<file path="config.mk">
export PLATFORM = sky130hd
export DESIGN_NAME = gen_layer_sequencer
export DESIGN_NICKNAME = d
export VERILOG_FILES = /design/src/rtl/gen_seq_pkg.sv /design/src/rtl/gen_seq_watchdog.sv /design/src/rtl/gen_layer_sequencer.sv
export SDC_FILE = /design/constraint.sdc
export NUM_CORES = 1
export LEC_CHECK = 0
export CAP_MARGIN = 20
export CORE_ASPECT_RATIO = 0.7
export CORE_UTILIZATION = 44
export CTS_CLUSTER_SIZE = 10
export DETAILED_ROUTE_END_ITERATION = 10
export GPL_TIMING_DRIVEN = 0
export PLACE_DENSITY_LB_ADDON = 0.12
export SYNTH_ARGS = -nofsm -noshare
export SYNTH_HDL_FRONTEND = slang
export SYNTH_SLANG_ARGS = --single-unit
</file>
<file path="constraint.sdc">
create_clock -name clk -period 1.9 [get_ports clk]
set_clock_uncertainty 0.05 [all_clocks]
set_input_delay 0.38 -clock clk [delete_from_list [all_inputs] [get_ports clk]]
set_output_delay 0.38 -clock clk [all_outputs]
set_load 0.05 [all_outputs]
</file>
<file path="src/rtl/gen_seq_pkg.sv">
// -----------------------------------------------------------------------------
// gen_seq_pkg
// Shared definitions for the generator layer sequencer:
//   - state_t                : sequencer FSM state encoding
//   - STAGE_IDLE..STAGE_L3   : codes driven on the 'stage' output
//   - DEFAULT_TIMEOUT_CYCLES : default per-stage watchdog limit
//   - stage_of()             : state -> stage code decode
// -----------------------------------------------------------------------------
package gen_seq_pkg;

    typedef enum logic [2:0] {
        ST_IDLE   = 3'd0,
        ST_L1_RUN = 3'd1,
        ST_L2_RUN = 3'd2,
        ST_L3_RUN = 3'd3,
        ST_FIN    = 3'd4,
        ST_ERR    = 3'd5
    } state_t;

    localparam logic [1:0] STAGE_IDLE = 2'd0;
    localparam logic [1:0] STAGE_L1   = 2'd1;
    localparam logic [1:0] STAGE_L2   = 2'd2;
    localparam logic [1:0] STAGE_L3   = 2'd3;

    localparam int DEFAULT_TIMEOUT_CYCLES = 40000;

    // FIN and ERR report idle: only the layer-running states have a stage.
    function automatic logic [1:0] stage_of(input state_t s);
        logic [1:0] v;
        case (s)
            ST_L1_RUN: v = STAGE_L1;
            ST_L2_RUN: v = STAGE_L2;
            ST_L3_RUN: v = STAGE_L3;
            default:   v = STAGE_IDLE;
        endcase
        return v;
    endfunction

endpackage

</file>
<file path="src/rtl/gen_seq_watchdog.sv">
// -----------------------------------------------------------------------------
// gen_seq_watchdog
// Per-stage cycle counter. Counts cycles while 'enable' is high and raises
// 'expired' during the TIMEOUT_CYCLES-th enabled cycle since the last clear.
// Ports:
//   clk     in  clock (rising edge)
//   rst     in  synchronous active-high reset
//   clear   in  restart the count (asserted on each stage entry)
//   enable  in  count this cycle (a RUN state is active)
//   expired out combinational, high on the final allowed cycle of a stage
// 'expired' depends only on the counter and 'enable', never on 'clear', so the
// parent may derive 'clear' from its next-state logic without a loop.
// -----------------------------------------------------------------------------
module gen_seq_watchdog
    import gen_seq_pkg::*;
#(
    parameter int TIMEOUT_CYCLES = DEFAULT_TIMEOUT_CYCLES
) (
    input  logic clk,
    input  logic rst,
    input  logic clear,
    input  logic enable,
    output logic expired
);

    localparam int CNT_W = (TIMEOUT_CYCLES > 1) ? $clog2(TIMEOUT_CYCLES) : 1;
    localparam logic [CNT_W-1:0] LAST = CNT_W'(TIMEOUT_CYCLES - 1);

    logic [CNT_W-1:0] r_count;

    // Cycle counter; saturates at LAST so it can never wrap back to zero.
    always_ff @(posedge clk) begin
        if (rst) begin
            r_count <= CNT_W'(0);
        end else if (clear) begin
            r_count <= CNT_W'(0);
        end else if (enable && (r_count != LAST)) begin
            r_count <= r_count + CNT_W'(1);
        end else begin
            r_count <= r_count;
        end
    end

    assign expired = enable && (r_count == LAST);

endmodule

</file>
<file path="src/rtl/gen_layer_sequencer.sv">
// -----------------------------------------------------------------------------
// gen_layer_sequencer
// Runs one generator pass L1 -> L2 -> L3: issues a start pulse to each layer
// engine, waits for its done pulse, and asks for that layer's output to be
// captured into its inter-layer buffer.
// Ports:
//   clk, rst                 clock / synchronous active-high reset
//   start, abort             begin a pass (IDLE only) / cancel a running pass
//   l1_start..l3_start  out  one-cycle start pulses to the layer engines
//   l1_done..l3_done    in   one-cycle completion pulses from the engines
//   cap_l1..cap_l3      out  one-cycle capture enables for the layer buffers
//   busy, done          out  a layer is running / pass completed (one cycle)
//   stage               out  0 idle, 1..3 layer in progress
//   err                 out  sticky watchdog error
//   frame_count         out  completed passes, wraps at 2^FRAME_CNT_W
// Build option: define GEN_SEQ_WATCHDOG_EN to include the per-stage watchdog
// (gen_seq_watchdog). Without it ERR is unreachable and err is tied to 0.
// -----------------------------------------------------------------------------
module gen_layer_sequencer
    import gen_seq_pkg::*;
#(
    parameter int TIMEOUT_CYCLES = DEFAULT_TIMEOUT_CYCLES,
    parameter int FRAME_CNT_W    = 16
) (
    input  logic                   clk,
    input  logic                   rst,
    input  logic                   start,
    input  logic                   abort,
    output logic                   l1_start,
    output logic                   l2_start,
    output logic                   l3_start,
    input  logic                   l1_done,
    input  logic                   l2_done,
    input  logic                   l3_done,
    output logic                   cap_l1,
    output logic                   cap_l2,
    output logic                   cap_l3,
    output logic                   busy,
    output logic                   done,
    output logic [1:0]             stage,
    output logic                   err,
    output logic [FRAME_CNT_W-1:0] frame_count
);

    if (TIMEOUT_CYCLES < 1) begin : g_bad_timeout
        $error("gen_layer_sequencer: TIMEOUT_CYCLES must be at least 1");
    end

    state_t r_state;
    state_t w_next;
    logic   w_run;
    logic   w_expired;
    logic   w_l1_start, w_l2_start, w_l3_start;
    logic   w_cap_l1, w_cap_l2, w_cap_l3;
    logic   w_done;
    logic   r_l1_start, r_l2_start, r_l3_start;
    logic   r_cap_l1, r_cap_l2, r_cap_l3;
    logic   r_done;
    logic [FRAME_CNT_W-1:0] r_frame_count;

    assign w_run = (r_state == ST_L1_RUN) || (r_state == ST_L2_RUN) ||
                   (r_state == ST_L3_RUN);

`ifdef GEN_SEQ_WATCHDOG_EN
    logic w_wd_clear;
    logic r_err;

    // Any state change restarts the count, which covers every RUN-state entry.
    assign w_wd_clear = (w_next != r_state);

    gen_seq_watchdog #(
        .TIMEOUT_CYCLES(TIMEOUT_CYCLES)
    ) u_watchdog (
        .clk    (clk),
        .rst    (rst),
        .clear  (w_wd_clear),
        .enable (w_run),
        .expired(w_expired)
    );

    // Sticky error: set on entering ERR, cleared only by an accepted start.
    always_ff @(posedge clk) begin
        if (rst) begin
            r_err <= 1'b0;
        end else if (w_next == ST_ERR) begin
            r_err <= 1'b1;
        end else if ((r_state == ST_IDLE) && start) begin
            r_err <= 1'b0;
        end else begin
            r_err <= r_err;
        end
    end

    assign err = r_err;
`else
    assign w_expired = 1'b0;
    assign err       = 1'b0;
`endif

    // State register.
    always_ff @(posedge clk) begin
        if (rst) begin
            r_state <= ST_IDLE;
        end else begin
            r_state <= w_next;
        end
    end

    // Next-state logic: abort beats the current layer's done, done beats expiry.
    always_comb begin
        w_next = r_state;
        case (r_state)
            ST_IDLE: begin
                if (start) w_next = ST_L1_RUN;
                else       w_next = ST_IDLE;
            end
            ST_L1_RUN: begin
                if (abort)          w_next = ST_IDLE;
                else if (l1_done)   w_next = ST_L2_RUN;
                else if (w_expired) w_next = ST_ERR;
                else                w_next = ST_L1_RUN;
            end
            ST_L2_RUN: begin
                if (abort)          w_next = ST_IDLE;
                else if (l2_done)   w_next = ST_L3_RUN;
                else if (w_expired) w_next = ST_ERR;
                else                w_next = ST_L2_RUN;
            end
            ST_L3_RUN: begin
                if (abort)          w_next = ST_IDLE;
                else if (l3_done)   w_next = ST_FIN;
                else if (w_expired) w_next = ST_ERR;
                else                w_next = ST_L3_RUN;
            end
            ST_FIN:  w_next = ST_IDLE;
            ST_ERR:  w_next = ST_IDLE;
            default: w_next = ST_IDLE;
        endcase
    end

    // Pulse decode for the coming cycle; registered below so every pulse is a flop.
    always_comb begin
        w_l1_start = (r_state == ST_IDLE) && start;
        w_l2_start = (r_state == ST_L1_RUN) && l1_done && !abort;
        w_l3_start = (r_state == ST_L2_RUN) && l2_done && !abort;
        w_cap_l1   = w_l2_start;
        w_cap_l2   = w_l3_start;
        w_cap_l3   = (r_state == ST_L3_RUN) && l3_done && !abort;
        w_done     = w_cap_l3;
    end

    // Registered pulse outputs; done is high exactly during the FIN cycle.
    always_ff @(posedge clk) begin
        if (rst) begin
            r_l1_start <= 1'b0;
            r_l2_start <= 1'b0;
            r_l3_start <= 1'b0;
            r_cap_l1   <= 1'b0;
            r_cap_l2   <= 1'b0;
            r_cap_l3   <= 1'b0;
            r_done     <= 1'b0;
        end else begin
            r_l1_start <= w_l1_start;
            r_l2_start <= w_l2_start;
            r_l3_start <= w_l3_start;
            r_cap_l1   <= w_cap_l1;
            r_cap_l2   <= w_cap_l2;
            r_cap_l3   <= w_cap_l3;
            r_done     <= w_done;
        end
    end

    // Completed-pass counter, advanced at the edge that closes the FIN cycle.
    always_ff @(posedge clk) begin
        if (rst) begin
            r_frame_count <= FRAME_CNT_W'(0);
        end else if (r_state == ST_FIN) begin
            r_frame_count <= r_frame_count + FRAME_CNT_W'(1);
        end else begin
            r_frame_count <= r_frame_count;
        end
    end

    assign l1_start    = r_l1_start;
    assign l2_start    = r_l2_start;
    assign l3_start    = r_l3_start;
    assign cap_l1      = r_cap_l1;
    assign cap_l2      = r_cap_l2;
    assign cap_l3      = r_cap_l3;
    assign done        = r_done;
    assign busy        = w_run;
    assign stage       = stage_of(r_state);
    assign frame_count = r_frame_count;

endmodule
</file>
==> run metrics <==
maximum VDD drop 0.381 mV; Overall Power 0.793 mW; Crit Path Category reg2out; most area-hungry cell type in the Yosys netlist dfxtp_1; Mapped Cells 115; register clock-pin slew on the reported worst setup and hold paths 0.12 ns; first-pass GRT wire length 3710 um; Final period util 0.941; largest net degree at the start of global routing 13; asr flop ratio synth 0; top_reg_cell synth dfxtp_1; CP max-delay cell dlygate4sd2_1; CP top delay family buffers and inverters; commonest non-fill, non-tap cell in the layout dfxtp_1; total grt overflow 0; clk root buf clkbuf_4; Worst Path Arrival 1.36 ns; RSZ-0062 raised after global routing no; leakage 0.660 nW; drt initial violations 15; CP startpoint kind flip-flop; #FFs+latches synth 23; Die ar. 2580 um2; core outline area 2190 um2; syn_area_per_cell 9.10 um2; Area growth syn-to-layout 36.2%; number of remaining DRC errors 0; clock share of power 0.282; Pwr Density 556 nW/um2; diodes inserted 0; final hold vios 0; Period minus WS final 1.79 ns; DRT Pass-1 Iters 4; Non-Filler Cell Area, Final 1430 um2; Row Count 14; Fin Hold WS 0.454 ns; Port Buffers 32; Worst-Skew Late Latency 0.31 ns; Seq/Total Area, Yosys 0.440; syn nets 123; Max Cap Violations 0; Vias/cell 5.08; vias in the first global route 826; CTS tree built; Starting Density 0.478; wire per inst 12.4 um; vias 945; Synth cell types 34; fmax 560 MHz; gpl congestion 0.781; type of the most critical hold path reg2reg; placed inst area 1410 um2; Worst Setup End Kind output port; Final nets 163; top cells by area, synth dfxtp_1 44%, xor2_1 5.9%, nor2_1 5.0%; Bufs and invs on worst path 1; worst-path cell chain dlygate4sd2_1; num ports 34; CP required 1.47 ns; mapped cell area 1050 um2; ANT nets after route 0; Synth Warn # 0; Slowest Stage Delay on Critical Path 0.57 ns; die height 42.8 um; Slew HR 0.666; Sw Share 0.245; cts hold-fix bufs 0; total negative slack 0 ns; Layout Utilization 0.651; DP HPWL 1670 um; commonest cells after routing, fill and taps aside 23 x dfxtp_1, 21 x dlygate4sd2_1, 14 x nor2_1; number of synthesized flops with an enable pin 0; top-area cell type share of the netlist area 0.440; status complete, no violations; CTS Buffer Depth 2; Switching Power 0.194 mW; clock sink total 23; DIE WIDTH 60.3 um; cts bufs inserted 3; Final Setup Violations 0; internal power 0.599 mW; sequential power share 0.614; layout cell share with drive strength beyond 1 0.130; CP Max Fanout 7; measured slew at the worst slew-check pin 0.500 ns; Post-Route WL 2300 um; CTS HTree Levels 1; Comb power frac 0.104; antenna violations before repair 0; Final Max Slew Viols 0; GRT Util Overall 0.198
[layout make-up]
cell class | instances | area, um2
Buffer | 9 | 67.6
Clock buffer | 4 | 26.3
Fill cell | 215 | 764
Inverter | 1 | 3.75
Multi-Input combinational cell | 82 | 514
Sequential cell | 23 | 460
Tap cell | 32 | 40.0
Timing Repair Buffer | 35 | 313
[timing repair]
action | in CTS | in global routing
buffers inserted | 0 | 3
gates resized for setup | 28 | 4
endpoints found under the hold margin | 0 | 0
setup endpoints to repair | 24 | 5
[cell usage after synthesis (3+ instances only)]
| master | n |
|---|---|
| dfxtp_1 | 23 |
| nor2_1 | 14 |
| nand2_1 | 8 |
| xor2_1 | 7 |
| a21oi_1 | 6 |
| o21ai_0 | 6 |
| buf_4 | 5 |
| nand4_1 | 5 |
| or3_1 | 5 |
| and3_1 | 3 |
| nand3_1 | 3 |
[power groups by stage]
stage          Combinational, mW  Sequential (mW)  Clock, mW
2_1_floorplan             0.0474            0.504          0
3_3_place_gp              0.0839            0.498          0
3_5_place_dp              0.0861            0.498          0
4_1_cts                   0.0841            0.487      0.231
5_1_grt                   0.0885            0.488      0.257
6_report                  0.0828            0.487      0.223
[state kept, by name (all words and copies together) (netlist names)]
| signal | flops |
|---|---|
| l1_start | 1 |
| frame_count | 16 |
| done | 1 |
| cap_l1 | 1 |
| cap_l2 | 1 |
| r_state | 3 |
[metrics by stage]
stage	std cells	worst slack [ns]
after floorplan	115	0.0137
after global placement	179	-0.00533
after detailed placement	179	-0.0485
after CTS	183	0.00279
after global routing	186	0.0162
final	186	0.113
[metal layers]
layer | GRT usage | share of wire | up-vias
met5 | 0 | 0 | -
met4 | 0.0977 | 0.017 | 0
met3 | 0.0671 | 0.061 | 5
met2 | 0.305 | 0.45 | 27
met1 | 0.243 | 0.47 | 439
li1 | - | - | 474
[kinds of logic (layout without fill, tap and decap cells)]
family	Yosys count	count (layout)	synth area share
compound gates	16	16	0.0861
xor+xnor	9	9	0.0754
fa+ha+maj	1	1	0.0120
buf+inv	10	49	0.0682
flops	23	23	0.440
mux	1	1	0.00957
other cells	1	1	0.00359
simple gates	54	54	0.305
[path summary, 6_finish.rpt]
kind	start	to	slack, ns	cells after the start
setup / recovery	frame_count[2]$_SDFFE_PP0N_	frame_count[2]	0.11	1
hold / removal	frame_count[15]$_SDFFE_PP0N_	frame_count[15]$_SDFFE_PP0N_	0.45	2
setup reg to reg	r_state[2]$_SDFF_PP0_	frame_count[15]$_SDFFE_PP0N_	0.15	5
hold reg to reg	frame_count[15]$_SDFFE_PP0N_	frame_count[15]$_SDFFE_PP0N_	0.45	2
No activity file was read; power rests on OpenSTA's default activity.
